<file path="config.mk">
export PLATFORM = sky130hd
export DESIGN_NAME = simon_tone_sched
export DESIGN_NICKNAME = d
export VERILOG_FILES = /design/src/rtl/simon_tone_sched.sv
export SDC_FILE = /design/constraint.sdc
export NUM_CORES = 1
export LEC_CHECK = 0
export ABC_AREA = 0
export CAP_MARGIN = 40
export CELL_PAD_IN_SITES_DETAIL_PLACEMENT = 1
export CELL_PAD_IN_SITES_GLOBAL_PLACEMENT = 1
export CORE_ASPECT_RATIO = 1.4
export CORE_MARGIN = 2
export CORE_UTILIZATION = 45
export DETAILED_ROUTE_END_ITERATION = 12
export GPL_TIMING_DRIVEN = 0
export PLACE_DENSITY_LB_ADDON = 0.1
export SYNTH_ARGS = -nofsm -noshare
export SYNTH_HDL_FRONTEND = slang
export SYNTH_SLANG_ARGS = --single-unit
</file>
<file path="constraint.sdc">
create_clock -name clk -period 2.8 [get_ports clk]
set_input_delay 0.42 -clock clk [delete_from_list [all_inputs] [get_ports clk]]
set_output_delay 0.42 -clock clk [all_outputs]
set_load 0.01 [all_outputs]
</file>
<file path="src/rtl/simon_tone_sched.sv">
// Tone scheduler for the shared speaker: arbitrates playback notes, held-button
// feedback and the lose jingle, with a silent gap after every use.
module simon_tone_sched #(
    parameter int unsigned TICK_DIV    = 50000,
    parameter int unsigned DUR_W       = 10,
    parameter int unsigned GAP_TICKS   = 50,
    parameter int unsigned ALERT_TICKS = 250
) (
    input  logic             clk,
    input  logic             reset,
    input  logic             play_req,
    input  logic [1:0]       play_tone,
    input  logic [DUR_W-1:0] play_dur,
    input  logic             btn_req,
    input  logic [1:0]       btn_tone,
    input  logic             lose_req,
    output logic             play_ack,
    output logic             play_done,
    output logic             lose_done,
    output logic [2:0]       tone,
    output logic             speaker_en,
    output logic [1:0]       owner,
    output logic             busy
);

    localparam int unsigned DUR_MAX = (1 << DUR_W) - 1;
    localparam int unsigned CNT_MAX0 = (DUR_MAX > ALERT_TICKS) ? DUR_MAX : ALERT_TICKS;
    localparam int unsigned CNT_MAX = (CNT_MAX0 > GAP_TICKS) ? CNT_MAX0 : GAP_TICKS;
    localparam int unsigned CNT_W = $clog2(CNT_MAX + 1);
    localparam int unsigned PRE_W = (TICK_DIV > 1) ? $clog2(TICK_DIV) : 1;

    typedef enum logic [2:0] {
        S_IDLE = 3'd0,
        S_PLAY = 3'd1,
        S_HOLD = 3'd2,
        S_LOSE = 3'd3,
        S_GAP  = 3'd4
    } state_e;

    state_e           state_q, state_d;
    logic [PRE_W-1:0] presc_q, presc_d;
    logic [CNT_W-1:0] tcnt_q, tcnt_d;
    logic [1:0]       step_q, step_d;
    logic [DUR_W-1:0] dur_q, dur_d;
    logic [1:0]       note_q, note_d;
    logic             lose_pend_q, lose_pend_d;
    logic             play_ack_q, play_ack_d;
    logic             play_done_q, play_done_d;
    logic             lose_done_q, lose_done_d;
    logic [2:0]       tone_q, tone_d;
    logic             speaker_en_q, speaker_en_d;
    logic [1:0]       owner_q, owner_d;
    logic             busy_q, busy_d;

    logic tick_c;
    logic lose_go_c;
    logic dur_last_c;
    logic alert_last_c;
    logic gap_last_c;
    logic step_adv_c;
    logic chg_c;

    assign tick_c       = (presc_q == PRE_W'(TICK_DIV - 1));
    assign lose_go_c    = (lose_req | lose_pend_q) && (state_q != S_LOSE);
    assign dur_last_c   = (tcnt_q == CNT_W'(dur_q - DUR_W'(1)));
    assign alert_last_c = (tcnt_q == CNT_W'(ALERT_TICKS - 1));
    assign gap_last_c   = (tcnt_q == CNT_W'(GAP_TICKS - 1));

    // Next-state, captured request data and jingle step.
    always_comb begin
        state_d    = state_q;
        step_d     = step_q;
        dur_d      = dur_q;
        note_d     = note_q;
        step_adv_c = 1'b0;
        case (state_q)
            S_IDLE: begin
                if (lose_go_c) begin
                    state_d = S_LOSE;
                end else if (btn_req) begin
                    state_d = S_HOLD;
                    note_d  = btn_tone;
                end else if (play_req) begin
                    state_d = S_PLAY;
                    note_d  = play_tone;
                    dur_d   = (play_dur == '0) ? DUR_W'(1) : play_dur;
                end
            end
            S_PLAY: begin
                if (lose_go_c) begin
                    state_d = S_LOSE;
                end else if (tick_c && dur_last_c) begin
                    state_d = S_GAP;
                end
            end
            S_HOLD: begin
                if (lose_go_c) begin
                    state_d = S_LOSE;
                end else if (!btn_req) begin
                    state_d = S_GAP;
                end
            end
            S_LOSE: begin
                if (tick_c && alert_last_c) begin
                    if (step_q == 2'd3) begin
                        state_d = S_GAP;
                    end else begin
                        step_d     = step_q + 2'd1;
                        step_adv_c = 1'b1;
                    end
                end
            end
            S_GAP: begin
                if (lose_go_c) begin
                    state_d = S_LOSE;
                end else if (tick_c && gap_last_c) begin
                    state_d = S_IDLE;
                end
            end
            default: state_d = S_IDLE;
        endcase
        if (state_d == S_LOSE && state_q != S_LOSE) begin
            step_d = 2'd0;
        end
    end

    assign chg_c = (state_d != state_q);

    // Prescaler and tick counter restart on every state change and jingle step.
    always_comb begin
        presc_d = (chg_c || tick_c) ? '0 : presc_q + PRE_W'(1);
        tcnt_d  = tcnt_q;
        if (chg_c || step_adv_c) begin
            tcnt_d = '0;
        end else if (tick_c && (state_q == S_PLAY || state_q == S_LOSE || state_q == S_GAP)) begin
            tcnt_d = tcnt_q + CNT_W'(1);
        end
        lose_pend_d = (lose_pend_q | (lose_req & (state_q != S_LOSE))) & (state_d != S_LOSE);
    end

    // Outputs derived from the upcoming state so they register alongside it.
    always_comb begin
        play_ack_d   = (state_q == S_IDLE) && (state_d == S_PLAY);
        play_done_d  = (state_q == S_PLAY) && (state_d == S_GAP);
        lose_done_d  = (state_q == S_LOSE) && (state_d == S_GAP);
        tone_d       = 3'b000;
        speaker_en_d = 1'b0;
        owner_d      = 2'd0;
        busy_d       = (state_d != S_IDLE);
        case (state_d)
            S_PLAY: begin
                tone_d       = {1'b1, note_d};
                speaker_en_d = 1'b1;
                owner_d      = 2'd1;
            end
            S_HOLD: begin
                tone_d       = {1'b1, note_d};
                speaker_en_d = 1'b1;
                owner_d      = 2'd2;
            end
            S_LOSE: begin
                tone_d       = 3'b111 - {1'b0, step_d};
                speaker_en_d = 1'b1;
                owner_d      = 2'd3;
            end
            default: ;
        endcase
    end

    always_ff @(posedge clk or negedge reset) begin
        if (!reset) begin
            state_q      <= S_IDLE;
            presc_q      <= '0;
            tcnt_q       <= '0;
            step_q       <= 2'd0;
            dur_q        <= '0;
            note_q       <= 2'd0;
            lose_pend_q  <= 1'b0;
            play_ack_q   <= 1'b0;
            play_done_q  <= 1'b0;
            lose_done_q  <= 1'b0;
            tone_q       <= 3'b000;
            speaker_en_q <= 1'b0;
            owner_q      <= 2'd0;
            busy_q       <= 1'b0;
        end else begin
            state_q      <= state_d;
            presc_q      <= presc_d;
            tcnt_q       <= tcnt_d;
            step_q       <= step_d;
            dur_q        <= dur_d;
            note_q       <= note_d;
            lose_pend_q  <= lose_pend_d;
            play_ack_q   <= play_ack_d;
            play_done_q  <= play_done_d;
            lose_done_q  <= lose_done_d;
            tone_q       <= tone_d;
            speaker_en_q <= speaker_en_d;
            owner_q      <= owner_d;
            busy_q       <= busy_d;
        end
    end

    assign play_ack   = play_ack_q;
    assign play_done  = play_done_q;
    assign lose_done  = lose_done_q;
    assign tone       = tone_q;
    assign speaker_en = speaker_en_q;
    assign owner      = owner_q;
    assign busy       = busy_q;

endmodule

</file>
======== Word-level counts from Yosys, hierarchy flattened ========
Index checks and enable logic that the tools add are counted.
word-level totals
  register bits ........................... 54
  logic and storage cells ................. 91
  output and inout bits ................... 10
operators by class
  reduce and logical (&&, ||, !) cells .... 20
  bitwise operators ....................... 6
  muxes and demuxes ....................... 30
  add/subtract/negate cells ............... 5
  equality and inequality tests ........... 16
operators by type and width
  cell                                                                     number
  3-bit two-way mux                                                        11
  10-bit two-way mux                                                       3
  16-bit by 1-bit adder with 16-bit output (second input constant)         1
  16-bit equality test (second input constant)                             1
  16-bit two-way mux                                                       1
  2-bit two-way mux                                                        8
  3-bit one-hot mux with 5 select lines                                    1
  3-bit by 2-bit equality test with 1-bit output (second input constant)   4
  10-bit by 1-bit adder with 10-bit output (second input constant)         1
  10-bit equality test                                                     1
  10-bit by 6-bit equality test with 1-bit output (second input constant)  1
  10-bit by 8-bit equality test with 1-bit output (second input constant)  1
  10-bit zero test                                                         1
  10-bit by 1-bit subtractor with 10-bit output (second input constant)    1
  1-bit logical AND                                                        9
  3-bit by 1-bit equality test with 1-bit output (second input constant)   2
  3-bit equality test (second input constant)                              2
  3-bit by 2-bit != test with 1-bit output (second input constant)         2
  2-bit one-hot mux with 3 select lines                                    1
  3-bit one-hot mux with 2 select lines                                    1
  1-bit logical OR                                                         4
  1-bit two-way mux                                                        4
  4-bit AND reduction                                                      1
  3-bit zero test                                                          1
  11 further kinds                                                         14

======== Logic depth before layout (Yosys ltp) ========
Gate-level depths: netlist of run 1.
  depth after elaboration ................. 11
  gate-level depth with buffers ........... 9
  mapped depth without buffers ............ 8

======== Worst setup path before layout of run 1 ========
No wires, ideal clock.
  path kind ............................... register to register
  from .................................... register dur_q[0]
  to ...................................... register speaker_en_q (netlist: speaker_en)
  slack ................................... 0.379 ns
  path buffers ............................ 1
  arrival time ............................ 2.297 ns
  period minus slack after synthesis ...... 2.421 ns
  library setup time ...................... 0.124 ns
  stages on the path, launching flop included .. 10
  path through ............................ dfrtp_1 -> inv_1 -> ha_1 -> nor3b_1 -> a21boi_0 -> o41ai_1 -> o211ai_1 -> o21a_1 -> buf_6 -> or2_1
between the ends
  word-level cells in the longest chain between the ends .. 9
  elaborated cells between the ends (all ways) .. 11
  classes of those cells .................. add/sub (1); eq/ne (4); mux (4); reduce/logical (2)
RTL lines
  item                                                                                                                     RTL line  RTL
  start, declared                                                                                                          44        logic [DUR_W-1:0] dur_q, dur_d;
  start signal, assigned                                                                                                   191       dur_q <= dur_d;
  10-bit by 1-bit subtractor with 10-bit output *                                                                          65        assign dur_last_c = (tcnt_q == CNT_W'(dur_q - DUR_W'(1)));
  10-bit equality test *                                                                                                   65
  1-bit logical AND *                                                                                                      92        end else if (tick_c && dur_last_c) begin
  3-bit two-way mux *                                                                                                      92
  3-bit two-way mux *                                                                                                      90        if (lose_go_c) begin
  3-bit one-hot mux with 5 select lines *                                                                                  76        case (state_q)
  via state_d[0]                                                                                                           40        state_e state_q, state_d;
  3-bit by 2-bit equality test with 1-bit output / 3-bit by 1-bit equality test with 1-bit output (equally long branches)  150       case (state_d)
  3-bit OR reduction (no source line) *                                                                                    --
  1-bit two-way mux *                                                                                                      150
  via speaker_en_d                                                                                                         51        logic speaker_en_q, speaker_en_d;
  end signal, assigned                                                                                                     198       speaker_en_q <= speaker_en_d;
  end, declared                                                                                                            51
Mark *: on every way through the listed nets, which the timed path passes. The rest lies on a longest branch.
A chain may end at the register's enable or synchronous reset.

======== Final worst setup path of run 1 ========
  from .................................... register tcnt_q[1]
  to ...................................... register tcnt_q[0]
between the ends
  word-level cells in the longest chain between the ends .. 8
  elaborated cells between the ends (all ways) .. 18
  classes of those cells .................. eq/ne (4); mux (9); reduce/logical (5)
RTL lines
  item                                                                                            RTL line  RTL
  start, declared                                                                                 42        logic [CNT_W-1:0] tcnt_q, tcnt_d;
  start signal, assigned                                                                          189       tcnt_q <= tcnt_d;
  10-bit by 6-bit equality test with 1-bit output / 10-bit equality test (equally long branches)  67, 65
  1-bit logical AND, on equally long branches                                                     116, 92
  3-bit two-way mux, on equally long branches                                                     116, 92
  3-bit two-way mux, on equally long branches                                                     114, 90
  3-bit one-hot mux with 5 select lines                                                           76
  3-bit != test                                                                                   127       assign chg_c = (state_d != state_q);
  1-bit logical OR *                                                                              133       if (chg_c || step_adv_c) begin
  10-bit two-way mux / 2-bit nonzero test (equally long branches)                                 --
Mark *: on every way between the ends. The rest lies on a longest branch, timed or not.

==> flow_summary_export.csv, run 1 <==
group,metric,value,unit
status,run_status,"complete, no violations",
worst_setup_path,r2r_setup_slack,0.07,ns
synth,synth.ff_latch_count,54,
placement,port_buffers,28,
timing,final.min_clock_period,2.732,ns
layout,layout-drive-gt1-share,12.53,%
timing,fin_crit_sh,97.56,%
global_route,gr-total-overflow,0,
global_route,grt_antenna_before_repair,0,
timing,setup_violations,0,
pwr,cellPowerDensity,741.7,mW/mm²
routing,routed_wire_length_per_instance,17.12,µm
routing,finalWirelength,7909,µm
clock_tree,insertion_delay,0.32,ns
synth,mappedNetlistArea,0.003163,mm²
placement,dp_hpwl,6077,µm
floorplan,fp.coreArea,0.006892,mm²
worst_setup_path,crit_fanout,8,
global_route,vias_in_the_first_global_route,2673,
worst_setup_path,worst_ep_arrival_time,2.93,ns
pwr,ir_drop,463.8,µV
routing,drt_first_pass_iters,4,
placement,placed_cells_incl_taps,455,
timing,slew_viol_final,0,
synth,yosysTopAreaCellShare,42.72,%
floorplan,initial_core_util,45.90,%
clock_tree,tritoncts,"done",
worst_setup_path,r2r-end,"tcnt_q[0]$_DFFE_PN0P_",
worst_setup_path,cp-end-kind,"register",
worst_setup_path,ff2ff_path_depth,9,
layout,num-nets-final,390,
clock_tree,numCtsBuffers,5,
timing,slew-limit-headroom,54.68,%
pwr,report.power.total,2.779,mW
synth,synth_async_sr_flop_share,100.0,%
layout,layout.cells.most_common_list,"sky130_fd_sc_hd__dfrtp_1 (52), sky130_fd_sc_hd__nor2_1 (27), sky130_fd_sc_hd__clkdlybuf4s50_1 (27), sky130_fd_sc_hd__xnor2_1 (24), sky130_fd_sc_hd__nand2_1 (23)",
placement,pre_cts_worst_setup_slack,-0.1427,ns
layout,layout.core_utilization,54.38,%
timing,postLayoutSetupSlackWorst,0.06828,ns
synth,netlist.top_cell.by_area,"sky130_fd_sc_hd__dfrtp_1",
floorplan,floorplan.io_pins,29,
layout,finish.instance_area,0.003747,mm²
synth,mappedNetlistNets,353,
worst_setup_path,timing.critical_path.from_type,"register",
routing,route.vias.total,2607,
clock_tree,cts.sinks,54,
synth,synth-seq-area-share,42.72,%
clock_tree,cts.root.buffer_cell,"sky130_fd_sc_hd__clkbuf_8",
global_route,grt_pass1_wl,13300,µm
worst_setup_path,crit_required,3.00,ns
timing,max_freq,366.1,MHz
clock_tree,clk_path_buf_depth,2,
synth,post_synth_num_cell_types,61,
timing,totalNegativeSetupSlack,0,ns
routing,dr.first_iter.drc_count,84,
placement,placement.cell_area,0.003582,mm²
synth,ys_top_cells_by_area,"sky130_fd_sc_hd__dfrtp_1 (43%), sky130_fd_sc_hd__xnor2_1 (6.6%), sky130_fd_sc_hd__mux2_2 (3.2%)",
floorplan,dieWidth,74.86,µm
clock_tree,post-cts-setup-buffers,0,
layout,num_antenna_cells,0,
timing,finClkSkew,0.01214,ns
synth,synth_instances,330,
min_path,worst_hold_path_type,"in2async",
worst_setup_path,timing_worst_setup_path_type,"reg2reg",
floorplan,row_count,36,
global_route,grt_max_degree,32,
synth,synth-edff-count,0,
clock_tree,cts.clk_slew.worst_paths,0.10,ns
routing,drtAntennaViolNets,0,
floorplan,chipHeight,103.2,µm
layout,layout-area-overhead-vs-synth,18.47,%
floorplan,dieArea,0.007725,mm²
worst_setup_path,crit-reg2reg-launch,"tcnt_q[1]$_DFFE_PN0P_",
timing,worst_slew_pin_slew,0.6746,ns
timing,hold-worst-slack,0.07723,ns
global_route,grtUsageTotal,22.68,%
synth,ys_warn_count,0,
synth,ys_dominant_reg_cell,"sky130_fd_sc_hd__dfrtp_1",
job,cap_violations,0,
routing,viasPerCell,5.643,
timing,timing_hold_violations_final,0,
layout,layout_commonest_cell,"sky130_fd_sc_hd__dfrtp_1",
clock_tree,htree_num_levels,2,
pwr,leakage_power,1.480,nW
synth,postSynthAreaPerCell,9.585,µm²
placement,routabilityCongestion,0.8708,
layout,finish.cell_count_without_fillers,462,
routing,route.detailed.drc,0,
==> synthesized netlist by cell type, drive strengths merged, types with 2 or more instances <==
cell and n:
nor4b 6, o31ai 3, o21a 2, or4 4, buf 4, a22oi 2, a31oi 3, clkbuf 7
o211ai 4, and3 3, and4bb 2, a21oi 10, or3b 2, nor2 27, or3 4, nor2b 3
nand2b 7, ha 4, or2 4, nor3 20, dfrtp 54, xor2 7, mux2 9, o22ai 2
mux2i 4, nand3 18, o21ai 7, a41oi 2, nor4 13, nand4 7, xnor2 24, nand2 24
inv 16, nor3b 4
==> worst max path at each step <==
stage,startpoint,endpoint,slack (ns),cells after the start
floorplan,dur_q[0]$_DFFE_PN0P_,speaker_en$_DFF_PN0_,0.38,9
global placement,reset,play_ack$_DFF_PN0_,-0.34,1
detailed placement,dur_q[0]$_DFFE_PN0P_,tcnt_q[3]$_DFFE_PN0P_,-0.14,9
CTS,tcnt_q[1]$_DFFE_PN0P_,tcnt_q[0]$_DFFE_PN0P_,0.04,9
global route,tcnt_q[1]$_DFFE_PN0P_,tcnt_q[3]$_DFFE_PN0P_,-0.04,9
finish,tcnt_q[1]$_DFFE_PN0P_,tcnt_q[0]$_DFFE_PN0P_,0.07,9
==> final cells by class <==
class	count	area [µm²]
Buffer	11	77.57
Fill cell	796	3144
Clock inverter	1	30.03
Tap cell	95	118.9
Clock buffer	6	82.58
Sequential cell	54	1354
Multi-Input combinational cell	249	1724
Inverter	16	60.06
Timing Repair Buffer	30	300.3
==> report_power, final <==
| part | internal [mW] | total [mW] | leakage [nW] | switching (mW) |
|---|---|---|---|---|
| Combinational | 0.520 | 1.16 | 0.737 | 0.635 |
| Sequential | 0.922 | 1.08 | 0.686 | 0.158 |
| Clock | 0.286 | 0.544 | 0.0573 | 0.257 |
==> repair_timing <==
action,CTS,global route
hold buffers,0,0
pin swaps,0,2
setup endpoints to repair,15,19
gates cloned,0,0
gates resized for setup,4,6
==> registers in the layout, indices dropped and copies added, names as in the netlist <==
| name | flops |
|---|---|
| owner | 2 |
| note_q | 2 |
| dur_q | 10 |
| lose_done | 1 |
| tcnt_q | 10 |
| lose_pend_q | 1 |
| busy | 1 |
| step_q | 2 |
| presc_q | 16 |
| state_q | 3 |
| play_ack | 1 |
| play_done | 1 |
| tone | 3 |
| speaker_en | 1 |
==> layer usage <==
layer / global-route usage [%] / vias to the layer above / share of wire [%]
li1: - / 1261 / -
met5: 0 / - / 0
met2: 41.03 / 43 / 55
met4: 7.555 / 0 / 2.4
met1: 27.18 / 1287 / 40
met3: 3.101 / 16 / 1.9
==> critical path, cell delays in order (launching register included) <==
cell and delay, ns:
sky130_fd_sc_hd__dfrtp_2 0.47, sky130_fd_sc_hd__inv_1 0.08, sky130_fd_sc_hd__ha_1 0.15, sky130_fd_sc_hd__or4b_4 0.47, sky130_fd_sc_hd__or4_1 0.55, sky130_fd_sc_hd__nor4_2 0.28
sky130_fd_sc_hd__o32ai_1 0.17, sky130_fd_sc_hd__buf_2 0.22, sky130_fd_sc_hd__nand2_4 0.13, sky130_fd_sc_hd__nor3_1 0.07
==> logic make-up (layout without fill, tap and decap cells) <==
| logic type | after synthesis | in the layout | share of synthesized area [%] |
|---|---|---|---|
| AND/OR/NAND/NOR | 155 | 155 | 28.28 |
| flip-flops | 54 | 54 | 42.72 |
| AO/OA/AOI/OAI | 46 | 46 | 10.01 |
| XOR/XNOR | 31 | 31 | 8.584 |
| buffers and inverters | 27 | 64 | 4.351 |
| multiplexers | 13 | 13 | 4.470 |
| adder cells (fa/ha/maj) | 4 | 4 | 1.582 |
Power figures use the tool's default switching activity.
==> run 2: changes to the inputs <==
SKIP_CTS_REPAIR_TIMING = 1   (was unset)
==> run 2 against run 1 <==
  * Design area unchanged
  * Power up 0.11%
  * Sequential cell count unchanged
  * Routed wire length rose by 0.15%
  * First-iteration DRC count up 3.6%
  * Combinational power about the same
  * Clock power about the same
  * Critical path type unchanged
==> flow_summary_export.csv, run 2 (synthesis results as in run 1) <==
group,metric,value,unit
clock_tree,numCtsBuffers,5,
timing,slew_viol_final,0,
worst_setup_path,worst_path_dominant_cell_family,"simple AND/OR/NAND/NOR gates",
clock_tree,htree_num_levels,2,
timing,setup_violations,0,
layout,finish.instance_area,0.003747,mm²
worst_setup_path,crit-reg2reg-launch,"tcnt_q[1]$_DFFE_PN0P_",
worst_setup_path,worst_ep_arrival_time,2.93,ns
clock_tree,tritoncts,"done",
layout,layout-drive-gt1-share,12.53,%
pwr,leakage_power,1.480,nW
pwr,ir_drop,464.9,µV
clock_tree,insertion_delay,0.32,ns
clock_tree,cts.clk_slew.worst_paths,0.10,ns
worst_setup_path,r2r-end,"tcnt_q[0]$_DFFE_PN0P_",
pwr,netSwitchingPower,1.053,mW
layout,top_register,"presc_q",
global_route,vias_in_the_first_global_route,2650,
timing,hold-worst-slack,0.07481,ns
global_route,grt_max_degree,32,
timing,timing_hold_violations_final,0,
layout,num-nets-final,390,
status,run_status,"complete, no violations",
layout,layout-area-overhead-vs-synth,18.47,%
floorplan,dieWidth,74.86,µm
job,cap_violations,0,
floorplan,dieArea,0.007725,mm²
worst_setup_path,timing_worst_setup_path_type,"reg2reg",
layout,largest_reg_flops,16,
timing,final.min_clock_period,2.728,ns
routing,drtAntennaViolNets,0,
layout,layout.cells.most_common_list,"sky130_fd_sc_hd__dfrtp_1 (52), sky130_fd_sc_hd__nor2_1 (27), sky130_fd_sc_hd__clkdlybuf4s50_1 (27), sky130_fd_sc_hd__xnor2_1 (24), sky130_fd_sc_hd__nand2_1 (23)",
floorplan,floorplan.io_pins,29,
worst_setup_path,crit_fanout,8,
worst_setup_path,cpPeakStageDelay,0.55,ns
pwr,cellPowerDensity,742.4,mW/mm²
floorplan,chipHeight,103.2,µm
global_route,grt_pass1_wl,13250,µm
routing,drt_first_pass_iters,4,
global_route,gr-total-overflow,0,
layout,layout_commonest_cell,"sky130_fd_sc_hd__dfrtp_1",
layout,reg_top3,"presc_q: 16 flops, dur_q: 10 flops, tcnt_q: 10 flops",
worst_setup_path,cp-end-kind,"register",
pwr,sw_frac_of_total,37.86,%
routing,route.detailed.drc,0,
routing,route.vias.total,2580,
pwr,comb_power_share,41.6,%
placement,placement.cell_area,0.003582,mm²
worst_setup_path,cp.buffers_inverters,2,
timing,fin_crit_sh,97.43,%
worst_setup_path,crit_path_cell_trace,"inv_1 -> ha_1 -> or4b_4 -> or4_1 -> nor4_2 -> o32ai_1 -> buf_2 -> nand2_4 -> nor3_1",
min_path,worst_hold_path_type,"in2async",
layout,finish.cell_count_without_fillers,462,
placement,routabilityCongestion,0.8708,
layout,num_antenna_cells,0,
timing,max_freq,366.6,MHz
pwr,p_int,1.729,mW
placement,port_buffers,28,
layout,layout.core_utilization,54.38,%
routing,routed_wire_length_per_instance,17.15,µm
placement,placed_cells_incl_taps,455,
routing,dr.first_iter.drc_count,87,
routing,viasPerCell,5.584,
timing,finClkSkew,0.01404,ns
clock_tree,cts.root.buffer_cell,"sky130_fd_sc_hd__clkbuf_8",
global_route,grt_antenna_before_repair,0,
timing,worst_slew_pin_slew,0.6651,ns
floorplan,initial_core_util,45.90,%
placement,dp_hpwl,6077,µm
routing,finalWirelength,7921,µm
floorplan,row_count,36,
clock_tree,clk_path_buf_depth,2,
pwr,power_frac_seq,38.8,%
worst_setup_path,ff2ff_path_depth,9,
worst_setup_path,worst_path_max_delay_cell,"sky130_fd_sc_hd__or4_1",
timing,slew-limit-headroom,55.32,%
worst_setup_path,crit_required,3.00,ns
clock_tree,cts.sinks,54,
worst_setup_path,timing.critical_path.from_type,"register",
worst_setup_path,r2r_setup_slack,0.07,ns
pwr,power.clock.fraction,19.6,%
floorplan,fp.coreArea,0.006892,mm²
global_route,grtUsageTotal,22.56,%
run 2: how the worst max path moves through the flow:
stage                                     start               endpoint  slack (ns)  depth (start not counted)
after global routing      tcnt_q[1]$_DFFE_PN0P_  tcnt_q[3]$_DFFE_PN0P_       -0.04                          9
after detailed placement   dur_q[0]$_DFFE_PN0P_  tcnt_q[3]$_DFFE_PN0P_       -0.14                          9
final                     tcnt_q[1]$_DFFE_PN0P_  tcnt_q[0]$_DFFE_PN0P_        0.07                          9
after CTS                  dur_q[0]$_DFFE_PN0P_  tcnt_q[3]$_DFFE_PN0P_       -0.16                          9
after global placement                    reset     play_ack$_DFF_PN0_       -0.34                          1
after floorplan            dur_q[0]$_DFFE_PN0P_   speaker_en$_DFF_PN0_        0.38                          9
run 2: final cells by class:
type / count / area [µm²]
Fill cell: 796 / 3144
Inverter: 16 / 60.06
Timing Repair Buffer: 30 / 300.3
Clock inverter: 1 / 30.03
Multi-Input combinational cell: 249 / 1724
Buffer: 11 / 77.57
Tap cell: 95 / 118.9
Sequential cell: 54 / 1354
Clock buffer: 6 / 82.58
run 2: power groups by stage:
stage	combinational (mW)	clock (mW)	sequential (mW)
2_1_floorplan	0.792	0	1.06
3_3_place_gp	1.10	0	1.09
3_5_place_dp	1.13	0	1.10
4_1_cts	1.14	0.557	1.08
5_1_grt	1.28	0.582	1.11
6_report	1.16	0.546	1.08
run 2: per-stage QoR:
step / power [mW] / setup WS (ns) / TNS [ns]
6_report: 2.782 / 0.07207 / 0
3_3_place_gp: 2.183 / -0.3423 / -20.37
3_5_place_dp: 2.229 / -0.1427 / -1.453
4_1_cts: 2.776 / -0.1590 / -1.728
2_1_floorplan: 1.855 / 0.3788 / 0
5_1_grt: 2.973 / -0.04227 / -0.3260
run 2: per-layer routing:
metal | global-route usage, % | wire length, µm
met1 | 27.24 | 3236
met2 | 40.69 | 4358
met3 | 3.004 | 134
met4 | 7.418 | 192
met5 | 0 | 0
